[config.mk]
export PLATFORM = sky130hd
export DESIGN_NAME = seq_mult32
export DESIGN_NICKNAME = d
export VERILOG_FILES = /design/src/rtl/seq_mult32.sv
export SDC_FILE = /design/constraint.sdc
export NUM_CORES = 1
export LEC_CHECK = 0
export BUFFER_PORTS_ARGS = -buffer_cell sky130_fd_sc_hd__buf_2
export CORE_ASPECT_RATIO = 0.8
export CORE_MARGIN = 3
export CORE_UTILIZATION = 50
export CTS_CLUSTER_DIAMETER = 200
export DETAILED_ROUTE_END_ITERATION = 7
export PLACE_DENSITY = 0.81
export SETUP_SLACK_MARGIN = 0.5
export SLEW_MARGIN = 10
export SYNTH_ARGS = -nofsm -noshare
export SYNTH_HDL_FRONTEND = slang
export SYNTH_SLANG_ARGS = --single-unit
[constraint.sdc]
create_clock -name CLK -period 4.6 [get_ports CLK]
set_input_delay 0.46 -clock CLK [delete_from_list [all_inputs] [get_ports CLK]]
set_output_delay 0.46 -clock CLK [all_outputs]
set_load 0.01 [all_outputs]
[src/rtl/seq_mult32.sv]
`default_nettype none
// ============================================================================
//  Module      : seq_mult32
//  Description : Shift-add multiplier, one product bit per clock. Optional
//                two's-complement mode is compiled in with MULT_SIGNED_EN.
//  Revision    : 1.0
// ============================================================================
module seq_mult32 #(
    parameter int WIDTH = 32
) (
    input  logic                 CLK,
    input  logic                 RST_N,
    input  logic                 START,
    input  logic [WIDTH-1:0]     A,
    input  logic [WIDTH-1:0]     B,
`ifdef MULT_SIGNED_EN
    input  logic                 SGN,
`endif
    output logic                 BUSY,
    output logic                 DONE,
    output logic [2*WIDTH-1:0]   P,
    output logic [WIDTH-1:0]     PLO
);

    localparam int c_CNTW = $clog2(WIDTH + 1);

    localparam logic [1:0] c_IDLE = 2'd0;
    localparam logic [1:0] c_RUN  = 2'd1;
    localparam logic [1:0] c_DONE = 2'd2;

    localparam logic [c_CNTW-1:0]    c_CNT_LOAD = c_CNTW'(WIDTH);
    localparam logic [c_CNTW-1:0]    c_CNT_ONE  = c_CNTW'(1);
    localparam logic [WIDTH-1:0]     c_ONE_W    = {{(WIDTH-1){1'b0}}, 1'b1};
    localparam logic [2*WIDTH-1:0]   c_ONE_P    = {{(2*WIDTH-1){1'b0}}, 1'b1};

    logic [1:0]           r_state;
    logic [WIDTH-1:0]     r_mcand;
    logic [WIDTH-1:0]     r_mplier;
    logic [WIDTH-1:0]     r_accHi;
    logic [c_CNTW-1:0]    r_count;
    logic                 r_neg;
    logic [2*WIDTH-1:0]   r_p;

    logic                 w_negA;
    logic                 w_negB;
    logic [WIDTH-1:0]     w_magA;
    logic [WIDTH-1:0]     w_magB;
    logic [WIDTH-1:0]     w_addend;
    logic [WIDTH:0]       w_sum;
    logic [2*WIDTH-1:0]   w_prodMag;
    logic [2*WIDTH-1:0]   w_prod;

`ifdef MULT_SIGNED_EN
    assign w_negA = SGN & A[WIDTH-1];
    assign w_negB = SGN & B[WIDTH-1];
`else
    assign w_negA = 1'b0;
    assign w_negB = 1'b0;
`endif

    // Magnitude of the most-negative value still fits the unsigned operand width.
    assign w_magA = w_negA ? (~A + c_ONE_W) : A;
    assign w_magB = w_negB ? (~B + c_ONE_W) : B;

    assign w_addend  = r_mplier[0] ? r_mcand : '0;
    assign w_sum     = {1'b0, r_accHi} + {1'b0, w_addend};
    // Product as it stands after this cycle's add-and-shift.
    assign w_prodMag = {w_sum, r_mplier[WIDTH-1:1]};
    assign w_prod    = r_neg ? (~w_prodMag + c_ONE_P) : w_prodMag;

    always_ff @(posedge CLK or negedge RST_N) begin
        if (!RST_N) begin
            r_state  <= c_IDLE;
            r_mcand  <= '0;
            r_mplier <= '0;
            r_accHi  <= '0;
            r_count  <= '0;
            r_neg    <= 1'b0;
            r_p      <= '0;
        end else begin
            case (r_state)
                c_IDLE, c_DONE: begin
                    if (START) begin
                        r_state  <= c_RUN;
                        r_mcand  <= w_magA;
                        r_mplier <= w_magB;
                        r_accHi  <= '0;
                        r_count  <= c_CNT_LOAD;
                        r_neg    <= w_negA ^ w_negB;
                    end else begin
                        r_state  <= c_IDLE;
                    end
                end
                c_RUN: begin
                    r_accHi  <= w_sum[WIDTH:1];
                    r_mplier <= {w_sum[0], r_mplier[WIDTH-1:1]};
                    r_count  <= r_count - c_CNT_ONE;
                    if (r_count == c_CNT_ONE) begin
                        r_state <= c_DONE;
                        r_p     <= w_prod;
                    end
                end
                default: begin
                    r_state <= c_IDLE;
                end
            endcase
        end
    end

    assign BUSY = (r_state == c_RUN);
    assign DONE = (r_state == c_DONE);
    assign P    = r_p;
    assign PLO  = r_p[WIDTH-1:0];

endmodule
`default_nettype wire

# Yosys cells after proc, flatten, opt, wreduce, memory -nomap -nowiden
# Index checks and enable logic that the tools add are counted.
totals:
  in_bits: 67
  out_inout_bits: 98
  register_bits: 168
  elab_cells: 29
op_classes:
  n_addsub: 2
  mux: 10
  n_eq_ne: 5
  n_reduce_logical: 6
ops:
  columns: ["cell", "n"]
  rows:
  - ["one-hot mux 32 bit (2 select lines)", 2]
  - ["2-to-1 mux 32 bit", 3]
  - ["adder 32 x 32 -> 33 bit", 1]
  - ["one-hot mux 6 bit (2 select lines)", 1]
  - ["equality test 6 x 1 -> 1 bit, second input constant", 1]
  - ["2-to-1 mux 6 bit", 1]
  - ["AND reduction 2 bit", 3]
  - ["subtractor 6 x 1 -> 6 bit, second input constant", 1]
  - ["one-hot mux 2 bit (2 select lines)", 1]
  - ["equality test 2 x 1 -> 1 bit, second input constant", 1]
  - ["equality test 2 bit, second input constant", 1]
  - ["zero test 2 bit", 1]
  - ["2-to-1 mux 2 bit", 1]
  - ["!= test 2 x 1 -> 1 bit, second input constant", 1]
  - ["!= test 2 bit, second input constant", 1]
  - ["nonzero test 2 bit", 1]
  - ["OR reduction 2 bit", 1]
  - ["2-to-1 mux 1 bit", 1]

# Logic depth before layout (Yosys ltp)
depth:
  word_depth: 4
  mapped_depth: 11
  mapped_depth_nobuf: 11

# Worst setup path before layout
# No wires, ideal clock.
synth_path:
  path_type: "reg-to-reg"
  start: "register r_mplier[0]"
  end: "register r_p[61] (netlist: P[61])"
  period_less_slack_ns: 2.713
  setup_slack_ns: 1.887
  n_path_buf: 1
  required_time_ns: 4.531
  setup_time_ns: 0.069
  t_arrival_ns: 2.644
  stages_incl_launch_ff: 11
  cell_sequence: "dfrtp_1 -> clkbuf_1 -> nand2_1 -> fa_1 -> nor2b_1 -> o2111ai_1 -> a21oi_4 -> nor4_1 -> o31a_1 -> or4_1 -> nand3_1"
synth_between:
  elab_chain_cells: 2
synth_lines:
  columns: ["item", "line_no", "rtl"]
  rows:
  - ["from (decl)", "38", "logic [WIDTH-1:0] r_mplier;"]
  - ["from (signal assigned)", "86", "r_mplier <= w_magB;"]
  - ["from (signal assigned)", "96", "r_mplier <= {w_sum[0], r_mplier[WIDTH-1:1]};"]
  - ["2-to-1 mux 32 bit", "65", "assign w_addend = r_mplier[0] ? r_mcand : '0;"]
  - ["adder 32 x 32 -> 33 bit", "66", "assign w_sum = {1'b0, r_accHi} + {1'b0, w_addend};"]
  - ["to (signal assigned)", "100", "r_p <= w_prod;"]
  - ["to (decl)", "42", "logic [2*WIDTH-1:0] r_p;"]
# Every way passes these cells.
# A chain may end at the register's enable or synchronous reset.

# Final worst setup path
# Same ends and word-level chain as after synthesis.

==> summary.md <==
| Metric | Value |
|---|---|
| Clock tree buffer depth | `2` |
| Reg2reg path depth | `11` |
| Starting DRC count in detailed routing | `575` |
| Simple logic cell fraction of the synthesized area | `0.218` |
| Final hold vios | `0` |
| Max-Cap Viols | `0` |
| CP Data Arrival Time | `3.94 ns` |
| PortBufs | `164` |
| Outcome | `finished clean` |
| Final worst slack | `1.02 ns` |
| Grt met1 use | `0.359` |
| Post-route ant nets | `0` |
| Total Routing Usage GR | `0.236` |
| PostCTS Resize Cnt | `0` |
| Yosys cell types | `between 60 and 70` |
| Layout cells sized above 1 | `0.214` |
| DRT Pass-1 Iters | `5` |
| Die width | `155 µm` |
| Xor and xnor area share after synthesis | `0.0268` |
| Largest family of logic cells by synthesized area | `simple AND/OR/NAND/NOR gates` |
| Post-Syn Nets | `between 1,000 and 1,500` |
| Ys async rst share | `1.00` |
| Largest net degree at the start of global routing | `95` |
| Final slew viol count | `0` |
| H-tree levels | `4` |
| Synth Area in Adders | `0.0504` |
| Num ports | `165` |
| Mux cell area share after synthesis | `0.0225` |
| Worst Path Max Fanout | `33` |
| Cts hold-fix bufs | `0` |
| Clk root buf | `clkbuf_16` |
| Layout Area Growth over Synthesis | `15.7%` |
| PD cells | `763 mW/mm²` |
| Final period util | `0.779` |
| CP Class | `flip-flop to flip-flop` |
| Post-synth top flop | `dfrtp_1` |
| DIE AREA | `0.0193 mm²` |
| Met3 usage | `0.0629` |
| CTS Buf Count | `17` |
| Core area | `0.0169 mm²` |
| Fin util | `0.604` |
| Register area share after synthesis | `0.476` |
| Clock Pin Slew Worst Setup and Hold Paths | `0.06 ns` |
| Vias in the first global route | `7,075` |
| Top Usage Layer GRT | `met1` |
| Setup TNS | `0 ns` |
| Max_slew headroom | `0.375` |
| Crit. End Element | `flip-flop` |
| Total grt overflow | `0` |
| R2R Path Start | `r_mplier[0]` |
| Peak supply drop | `0.000262 V` |
| Leakage power | `5.38 nW` |
| First-pass GRT wire length | `about 37,000 µm` |
| RD Place Congestion | `0.917` |
| DIE HEIGHT | `125 µm` |
| Complex-gate fraction of the synthesized area | `0.150` |
| DP HPWL | `15,400 µm` |
| RSZ-0062 raised after global routing | `no` |
| Wire per inst | `16.9 µm` |
| Total number of vias | `7,342` |
| Mapped Cells | `984` |
| Minimum clock period | `3.58 ns` |
| Row Count | `42` |
| Seq cells post-synth | `168` |
| # setup viols final | `0` |
| GRT met2 Usage | `0.338` |
| Startpoint Class | `flip-flop` |
| Clk_lat worst skew | `approximately 0.43 ns` |
| Initial antenna violation count | `1` |
| Final nets | `about 1,200` |
| EDFF count, synth | `0` |
| CTS sink cnt | `168` |
| Mapped cell area | `roughly 0.009 mm²` |
| # Post-CTS Setup Buffers | `0` |
| Worst Clk Skew | `0.0104 ns` |
| Avg Cell Area, Syn | `approximately 9 µm²` |
| Placement Setup Slack | `1.07 ns` |
| Hold crit path type | `input port to asynchronous set/reset pin` |
| Fmax | `279 MHz` |
| WHS | `between 0.1 and 0.15 ns` |
| Worst flop-to-flop path endpoint | `P[61]` |
| Vias/cell | `5.53` |
| Starting Density | `0.522` |
| Tightest Pin Transition | `approximately 0.94 ns` |
| Total number of yosys warnings | `0` |
| CTS tree | `built` |
| Final WL | `22,400 µm` |
| Residual DRC | `0` |
| Required time worst endpoint | `4.96 ns` |
| Reg2reg setup slack | `~1.0 ns` |
layout make-up:
cell class	instances	area [µm²]
clock inverter	11	170
inverter	12	45.0
antenna	1	2.50
timing repair buffer	176	917
fill	1498	6700
clock buffer	21	460
sequential	168	4200
multi-input combinational	718	4150
tap	220	275
Yosys cell counts (all sizes together) (2+ instances only):
| library cell | count | share of area |
|---|---|---|
| clkbuf | 36 | 0.016 |
| a31oi | 8 | 0.0064 |
| nor3 | 5 | 0.0028 |
| o31ai | 4 | 0.0034 |
| o21a | 4 | 0.0034 |
| nand3 | 12 | 0.0068 |
| nor2b | 4 | 0.0028 |
| and3 | 5 | 0.0035 |
| o2111ai | 3 | 0.0030 |
| a21o | 15 | 0.013 |
| xnor2 | 16 | 0.016 |
| a22oi | 34 | 0.029 |
| a21oi | 35 | 0.022 |
| a211o | 2 | 0.0021 |
| nor4 | 2 | 0.0014 |
| xor2 | 11 | 0.011 |
| o31a | 2 | 0.0021 |
| mux2 | 15 | 0.019 |
| mux2i | 3 | 0.0034 |
| a211oi | 2 | 0.0017 |
| inv | 11 | 0.0047 |
| o21ai | 33 | 0.019 |
| a221o | 2 | 0.0023 |
| a21boi | 2 | 0.0017 |
| and2 | 33 | 0.023 |
| ha | 34 | 0.048 |
| a31o | 4 | 0.0040 |
| and4 | 3 | 0.0030 |
| nor2 | 20 | 0.0085 |
| a41oi | 2 | 0.0020 |
| or3 | 5 | 0.0047 |
| buf | 50 | 0.036 |
| dfrtp | 168 | 0.48 |
| nand3b | 2 | 0.0017 |
| o211ai | 4 | 0.0034 |
| nand2 | 337 | 0.14 |
| nand2b | 6 | 0.0042 |
| nand4 | 9 | 0.0064 |
| a22o | 23 | 0.023 |
| o21bai | 2 | 0.0017 |
| or4 | 2 | 0.0017 |
| o311ai | 2 | 0.0020 |
cell usage in the layout (no fill, tap or decap), types with 4 or more instances in the layout:
cell	instances
nand2_1	336
dfrtp_1	168
buf_2	163
a22oi_1	34
ha_1	34
and2_1	33
o21ai_0	33
a21oi_1	32
a22o_1	23
nor2_1	19
clkbuf_16	17
xnor2_1	16
a21o_1	15
mux2_2	15
nand3_1	12
buf_4	12
xor2_1	11
inv_1	10
nand4_1	9
a31oi_1	7
nand2b_1	6
and3_1	5
nor3_1	5
o21a_1	4
o211ai_1	4
o31ai_1	4
bufinv_16	4
flip-flops by register name (all words and copies together) (netlist names):
name	count
P	64
r_accHi	32
r_count	6
r_mcand	32
r_mplier	32
r_state	2
worst max-delay path by stage:
| stage | start | endpoint | slack [ns] | depth (start not counted) |
|---|---|---|---|---|
| global route | r_mplier[0] | P[61] | 0.77 | 11 |
| detailed placement | r_mplier[0] | P[61] | 1.07 | 11 |
| finish | r_mplier[0] | P[61] | 1.02 | 11 |
| CTS | r_mplier[0] | P[61] | 1.05 | 11 |
| floorplan | r_mplier[0] | P[61] | 1.89 | 10 |
| global placement | r_mplier[0] | P[61] | 1.15 | 11 |
report_power, final:
group / switching (W) / internal [W]
Sequential: 0.000502 / 0.00217
Combinational: 0.00214 / 0.00145
Clock: 0.000593 / 0.000940
Total: 0.00324 / 0.00457
per-layer routing:
metal	share of wire	vias to the layer above
met1	0.49	3525
met5	0	-
met2	0.43	253
met3	0.071	21
li1	-	3543
met4	0.011	0
kinds of logic after synthesis:
group	after synthesis
AOI/OAI and AO/OA	189
xor gates and xnor gates	27
adders and majority gates	35
buffers and inverters	98
DFF	168
muxes	18
and+or+nand+nor	449
metrics by stage:
stage | area (µm²) | instances | total power (W)
final | 10200 | 1327 | 0.00780
after global routing | 10200 | 1327 | 0.00841
after CTS | 10200 | 1326 | 0.00780
after detailed placement | 9590 | 1294 | 0.00622
after global placement | 9590 | 1294 | 0.00612
after floorplan | 8840 | 984 | 0.00525
worst max-delay path: stages (launching register included):
cell       delay [ns]
dfrtp_1          0.96
and2_1           0.24
ha_1             0.16
inv_1            0.05
fa_1             0.39
nor2b_1          0.17
o2111ai_1        0.26
a21oi_4          0.29
nor4_1           0.08
o31a_1           0.36
or4_1            0.47
nand3_1          0.09
(Power assumes the default switching activity.)
